`src/rtl/svaunit_vector_player.sv`:
```
// Table-driven stimulus player: replays loaded {vec, hold} entries for a set
// number of passes, with start/busy/done handshakes and abort.
module svaunit_vector_player #(
  parameter int VEC_WIDTH  = 8,
  parameter int DEPTH      = 16,
  parameter int HOLD_WIDTH = 4,
  localparam int AW = $clog2(DEPTH),
  localparam int LW = AW + 1
) (
  input  logic                  clock,
  input  logic                  reset,
  input  logic                  load_en,
  input  logic [AW-1:0]         load_addr,
  input  logic [VEC_WIDTH-1:0]  load_vec,
  input  logic [HOLD_WIDTH-1:0] load_hold,
  input  logic [LW-1:0]         length,
  input  logic [7:0]            passes,
  input  logic                  start,
  input  logic                  abort,
  output logic                  busy,
  output logic                  vec_valid,
  output logic [VEC_WIDTH-1:0]  vec_out,
  output logic [AW-1:0]         step_idx,
  output logic                  done,
  output logic                  aborted
);

  typedef enum logic [1:0] {IDLE, PLAY, FIN} state_t;

  logic [VEC_WIDTH-1:0]  tbl_vec  [DEPTH];
  logic [HOLD_WIDTH-1:0] tbl_hold [DEPTH];

  state_t                state, state_n;
  logic [AW-1:0]         entry, entry_n;
  logic [7:0]            pass, pass_n;
  logic [HOLD_WIDTH-1:0] hold_cnt, hold_n;
  logic [LW-1:0]         len_q, len_n;
  logic [7:0]            passes_q, passes_n;
  logic                  fin_abort;
  logic                  play_n;

  // Table has no reset so its contents survive a reset of the player.
  always_ff @(posedge clock) begin
    if (load_en && !busy) begin
      tbl_vec[load_addr]  <= load_vec;
      tbl_hold[load_addr] <= load_hold;
    end
  end

  always_comb begin
    state_n   = state;
    entry_n   = entry;
    pass_n    = pass;
    hold_n    = hold_cnt;
    len_n     = len_q;
    passes_n  = passes_q;
    fin_abort = 1'b0;
    case (state)
      IDLE: begin
        if (start && !abort) begin
          len_n    = length;
          passes_n = passes;
          entry_n  = '0;
          pass_n   = 8'd1;
          hold_n   = tbl_hold[0];
          state_n  = (length == '0) ? FIN : PLAY;
        end
      end
      PLAY: begin
        if (abort) begin
          state_n   = FIN;
          fin_abort = 1'b1;
        end else if (hold_cnt != '0) begin
          hold_n = hold_cnt - HOLD_WIDTH'(1);
        end else if ({1'b0, entry} != len_q - LW'(1)) begin
          entry_n = entry + AW'(1);
          hold_n  = tbl_hold[entry_n];
        end else if (passes_q != 8'd0 && pass == passes_q) begin
          state_n = FIN;
        end else begin
          // passes=0 loops forever; the pass count saturates instead of wrapping
          entry_n = '0;
          hold_n  = tbl_hold[0];
          if (pass != 8'hFF) pass_n = pass + 8'd1;
        end
      end
      FIN: begin
        state_n = IDLE;
        entry_n = '0;
      end
      default: state_n = IDLE;
    endcase
    play_n = (state_n == PLAY);
  end

  always_ff @(posedge clock or posedge reset) begin
    if (reset) begin
      state     <= IDLE;
      entry     <= '0;
      pass      <= '0;
      hold_cnt  <= '0;
      len_q     <= '0;
      passes_q  <= '0;
      busy      <= 1'b0;
      vec_valid <= 1'b0;
      vec_out   <= '0;
      step_idx  <= '0;
      done      <= 1'b0;
      aborted   <= 1'b0;
    end else begin
      state     <= state_n;
      entry     <= entry_n;
      pass      <= pass_n;
      hold_cnt  <= hold_n;
      len_q     <= len_n;
      passes_q  <= passes_n;
      busy      <= play_n;
      vec_valid <= play_n;
      vec_out   <= play_n ? tbl_vec[entry_n] : '0;
      step_idx  <= play_n ? entry_n : '0;
      done      <= (state_n == FIN);
      aborted   <= fin_abort;
    end
  end

endmodule

```
`config.mk`:
```
export PLATFORM = sky130hd
export DESIGN_NAME = svaunit_vector_player
export DESIGN_NICKNAME = d
export VERILOG_FILES = /design/src/rtl/svaunit_vector_player.sv
export SDC_FILE = /design/constraint.sdc
export NUM_CORES = 1
export LEC_CHECK = 0
export ABC_CLOCK_PERIOD_IN_PS = 8000
export CORE_AREA = 3 3 166 128
export DETAILED_ROUTE_END_ITERATION = 8
export DIE_AREA = 0 0 169 131
export PLACE_DENSITY_LB_ADDON = 0.12
export SLEW_MARGIN = 10
export SYNTH_ARGS = -nofsm -noshare
export SYNTH_HDL_FRONTEND = slang
export SYNTH_SLANG_ARGS = --single-unit
```
`constraint.sdc`:
```
create_clock -name clock -period 8 [get_ports clock]
set_input_delay 1.2 -clock clock [delete_from_list [all_inputs] [get_ports clock]]
set_output_delay 1.2 -clock clock [all_outputs]
set_load 0.005 [all_outputs]
```
* Word-level counts from Yosys, hierarchy flattened *
Memory sizes are Yosys's and may differ from the RTL's.
Index checks and enable logic that the tools add are counted.

word-level totals
  flip-flop bits (word level) = 46
  output and inout bits = 16
  latch bits = 0
  bits of input ports = 34
  memories kept = 2
  bits in read-only memories = 0
  bits in writable memories = 192

memory list
  memory    words  width  read ports  clocked after memory_dff  wr ports  RTL line  source
  tbl_vec   16     8      1           0                         1         30        logic [VEC_WIDTH-1:0] tbl_vec [DEPTH];
  tbl_hold  16     4      2           0                         1         31        logic [HOLD_WIDTH-1:0] tbl_hold [DEPTH];

cells by class
  equal/unequal tests = 14
  muxes and demuxes = 32
  div/mod/pow operators = 0
  bitwise operators = 0
  $mul = 0
  shift operators = 0
  reduce and logical (&&, ||, !) cells = 13
  $add $sub $neg = 4
  order comparisons = 0

operators with widths
  cell                                               number
  2-to-1 mux 8 bit                                   7
  2-to-1 mux 4 bit                                   11
  case mux 8 bit (2 select lines)                    1
  2-to-1 mux 2 bit                                   6
  inequality test 2 bit (second input constant)      6
  case mux 4 bit (3 select lines)                    1
  adder 8 x 1 -> 8 bit (second input constant)       1
  == test 8 bit                                      1
  inequality test 8 bit (second input constant)      1
  case mux 4 bit (2 select lines)                    1
  nonzero test 8 bit                                 1
  AND reduction 7 bit                                1
  zero test 5 bit                                    1
  inequality test 4 x 5 -> 1 bit                     1
  subtractor 5 x 1 -> 5 bit (second input constant)  1
  adder 4 x 1 -> 4 bit (second input constant)       1
  == test 2 x 1 -> 1 bit (second input constant)     2
  == test 2 bit (second input constant)              2
  2-to-1 mux 1 bit                                   4
  inequality test 4 bit (second input constant)      1
  case mux 2 bit (2 select lines)                    1
  AND reduction 4 bit                                1
  nonzero test 4 bit                                 1
  subtractor 4 x 1 -> 4 bit (second input constant)  1
  5 further kinds                                    8

* Depth between registers and ports, before layout *
  depth in word-level cells = 9
  mapped depth = 14

* Worst setup path before layout *
OpenSTA, ideal clock, no wires.

  kind = input port to flip-flop
  start point = in load_en
  end point = mem tbl_hold[8][0] (enable)
  arrival = 2.619 ns
  slack = 4.984 ns
  library setup time = 0.396 ns
  cell stages on the path = 3
  cells stage by stage = nand2b_1 or3b_2 nor3_1

on the way
  longest elaborated chain between the ends = 3

RTL lines
  item                                    RTL line  source
  from (decl)                             12        input logic load_en,
  logical AND 1 bit                       44        if (load_en && !busy) begin
  2-to-1 mux 1 bit                        44
  2-to-1 mux 1 bit (not written as such)  46        tbl_hold[load_addr] <= load_hold;
  to (decl)                               31

No other way between the ends.

* Worst setup path in the final report *
  start point = in abort
  end point = reg vec_out[1]

on the way
  longest elaborated chain between the ends = 6
  elaborated cells on any way between the ends = 11
  classes of those cells = eq/ne: 1; mux: 7; reduce/logical: 2; memory: 1

RTL lines
  item                                                                                RTL line  source
  from (decl)                                                                         19        input logic abort,
  zero test 1 bit                                                                     60        if (start && !abort) begin
  logical AND 1 bit                                                                   60
  2-to-1 mux 4 bit or 2-to-1 mux 2 bit (tied branches)                                60
  case mux 4 bit (3 select lines) or case mux 2 bit (2 select lines) (tied branches)  58        case (state)
  memory read (16 x 8 bit) or == test 2 x 1 -> 1 bit (tied branches)                  n/a
  2-to-1 mux 8 bit *                                                                  119       vec_out <= play_n ? tbl_vec[entry_n] : '0;
  to (signal assigned)                                                                119
  to (decl)                                                                           22        output logic [VEC_WIDTH-1:0] vec_out,

Mark *: on every way between the ends. The rest lies on a longest branch, timed or not.
A chain may end at the register's enable or synchronous reset.

==> results.toml <==
[setup_path]
reg2reg_slack_ps = 3870
critPathLaunchType = "input port"
critPathRequiredTime_ps = 8450
r2r_cells = 12
crit_path_top_delay_cell = "a31oi_2"
timing_worst_setup_path_type = "in2reg"
timing.rr.start = "len_q[0]$_DFFE_PP0P_"
critPathMaxFanout = 28
cp.arrival_ps = 4730
r2r_end = "vec_out[1]$_DFF_PP0_"
max_stage_delay_ps = 940
end_kind = "flop"
path_cells = "clkdlybuf4s50_1 > nand2b_1 > a21o_1 > a31oi_2 > inv_4 > nor2_2 > a221oi_1 > o21ai_1 > a22o_1"

[finish]
final_util = 0.5698
n_antenna_cell = 0
fillCellCount = 1582
areaGrowthSynthToFinish_pct = 15.98
nNetsFinal = 754
design_area_um2 = 11330
drive_gt1_frac = 0.1322

[hold_path]
holdCritStartpoint = "hold_cnt[1]$_DFFE_PP0P_"
hold_end = "hold_cnt[1]$_DFFE_PP0P_"
min_path_cells = 2
hold_class = "reg2reg"

[synth]
syn_inst = 657
synth_top_cell_area_share = 0.5904
synth_most_common_cell = "edfxtp_1"
async_flop_share = 0.1933
ys_seq_elements = 238
synth_cell_type_count = 61
synth.avg_cell_area_um2 = 14.86
yosys_warnings = 0
synth_edf_count = 192
ys_top_cells_by_area = "edfxtp_1 (59%), dfrtp_1 (12%), nand2_1 (4.8%)"
synthesis.area_um2 = 9766
yosysTopAreaCell = "edfxtp_1"
seq_area_frac_synth = 0.7083
netlist_top_cells_count = "edfxtp_1 (192), nand2_1 (124), dfrtp_1 (46), nor2_1 (29), mux4_2 (19)"
syn_nets = 695
synthFlopType = "edfxtp_1"

[global_routing]
grt_pass1_vias = 5577
grt_max_degree = 47
grt_pass1_wl_um = 33780
grt_use_total = 0.2013
grt.overflow.total = 0
antenna_found_initial = 0

[sta]
final_hold_viol_count = 0
clock_skew_ps = 14.35
post-route-period-util = 0.5346
grt_setup_unrepaired = "no"
worstMarginPinSlew_ps = 1123
drv_slew = 0
tns_ps = 0
period_needed_ps = 4277
relSlewSlack = 0.2487
max_freq_mhz = 233.8
setup_viol = 0

[detailed_routing]
drtIter0Drc = 596
via_count = 5742
firstDrtPassIters = 5
vias_per_cell = 5.788
routed_wl_um = 21960
antenna_left = 0
drc_errors = 0
post_drt_wl_per_cell_um = 22.14

[floorplanning]
pin_count = 50
fp.dieH_um = 131
fp.coreArea_um2 = 19880
die_area_um2 = 22140
initial_utilization = 0.4913
chipWidth_um = 169
rows = 45

[pwr]
p_leak_nw = 3.953
combPwrFrac = 0.137
power_frac_clock = 0.378
switching_share = 0.2460
power_density_nw_per_um2 = 263.4
p_sw_mw = 0.7339
pwr-share-seq = 0.485
power.internal_mw = 2.250
peakVddDrop_mv = 0.2995

[job]
max_cap_violations = 0

[clocking]
h-tree-depth = 1
clkTransAtPathRegs_ps = 60
worstSkewPairLatency_ps = 520
clockRootBuffer = "clkbuf_16"
post_cts_resized = 0
cts_hold_buf = 0
cts_tree = "yes"
clk_path_buf_depth = 3
clkSinkCount = 238
post_cts_buffers = 0
cts_buffers = 24

[place]
portBuffers = 49
finalWeightedCongestion = 0.8157
place_area_um2 = 10520
place_hpwl_um = 13980

[outcome]
status = "completed"
==> critical path: cells and delay by family <==
| kind | cells | cell delay, ps |
|---|---|---|
| buffers and inverters | 2 | 860 |
| AO/OA/AOI/OAI | 5 | 1720 |
| AND/OR/NAND/NOR | 2 | 940 |
==> placed cells by master (no fill, tap or decap), types with 3 or more instances in the layout <==
cell	synthesis	layout
nand4_1	5	5
clkbuf_8	0	6
or3_1	5	5
clkdlybuf4s50_1	0	49
and2_1	9	9
nor2_2	4	8
xor2_1	14	14
nand2b_1	9	9
dfrtp_1	46	46
clkbuf_1	8	8
nor4_1	3	3
nand2_1	124	124
a31oi_1	15	15
a22o_1	7	7
nand3_1	8	8
a211oi_1	10	10
o21ai_0	17	17
nor3_4	0	3
mux2i_1	17	17
a32o_1	8	8
clkbuf_16	0	24
a21oi_1	6	6
mux4_2	19	19
xnor2_1	4	4
nor2_1	29	25
nor3_1	11	6
edfxtp_1	192	192
inv_1	10	9
a311oi_1	8	8
a221oi_2	3	3
o21ai_1	7	7
buf_4	6	11
ha_1	4	4
a221oi_1	6	6
==> how the worst max path moves through the flow <==
stage | cells past startpoint | endpoint | from | slack [ps]
floorplan | 3 | tbl_hold[8][0]$_DFFE_PP_ | load_en | 4980
global placement | 8 | vec_out[7]$_DFF_PP0_ | abort | 3400
detailed placement | 8 | vec_out[3]$_DFF_PP0_ | abort | 3210
CTS | 9 | vec_out[1]$_DFF_PP0_ | abort | 3750
global route | 9 | vec_out[0]$_DFF_PP0_ | abort | 3370
finish | 9 | vec_out[1]$_DFF_PP0_ | abort | 3720
==> cell families (layout without fill, tap and decap cells) <==
| family | count (synthesis) | count (layout) | share of synthesized area |
|---|---|---|---|
| flops | 238 | 238 | 0.7083 |
| simple gates | 216 | 216 | 0.09891 |
| compound gates | 104 | 104 | 0.08366 |
| buf+inv | 40 | 117 | 0.02550 |
| fa+ha+maj | 4 | 4 | 0.005125 |
| mux | 37 | 37 | 0.06240 |
| xor+xnor | 18 | 18 | 0.01614 |
==> power groups by stage <==
stage | registers (mW) | clock network, mW | logic (mW)
6_report | 1.45 | 1.13 | 0.410
5_1_grt | 1.45 | 1.20 | 0.452
4_1_cts | 1.45 | 1.15 | 0.411
3_5_place_dp | 1.47 | 0 | 0.409
3_3_place_gp | 1.47 | 0 | 0.398
2_1_floorplan | 1.45 | 0 | 0.292
==> per-layer routing <==
metal	track usage	share of wire	routed length (um)	up-vias
li1	-	-	-	2616
met1	0.3092	0.47	10420	2899
met2	0.3048	0.45	9822	191
met3	0.03398	0.058	1282	36
met4	0.04723	0.020	434	0
met5	0	0	0	-
==> state kept, by name, indices dropped and copies added, names as in the netlist, 5 cells and up <==
register  flops
passes_q      8
vec_out       8
tbl_hold     64
tbl_vec     128
pass          8
len_q         5
==> stage by stage <==
stage	std cells	setup slack, ps	hold slack [ps]	power (mW)
after floorplan	657	4984	463.2	1.744
after global placement	948	3404	497.8	1.867
after detailed placement	948	3210	512.5	1.879
after CTS	992	3753	523.4	3.004
after global routing	992	3373	561.4	3.108
final	992	3723	525.8	2.984
==> final cells by class <==
cell class              instances  area (um^2)  area share
clock inverters                 6        90.09    0.007954
inverters                      13        56.30    0.004971
flip-flops and latches        238         6917      0.6107
repair buffers                 60        573.1     0.05060
multi-input cells             379         2654      0.2343
clock buffers                  38        713.2     0.06297
well taps                     258        322.8     0.02850
No activity file was read; power rests on OpenSTA's default activity.
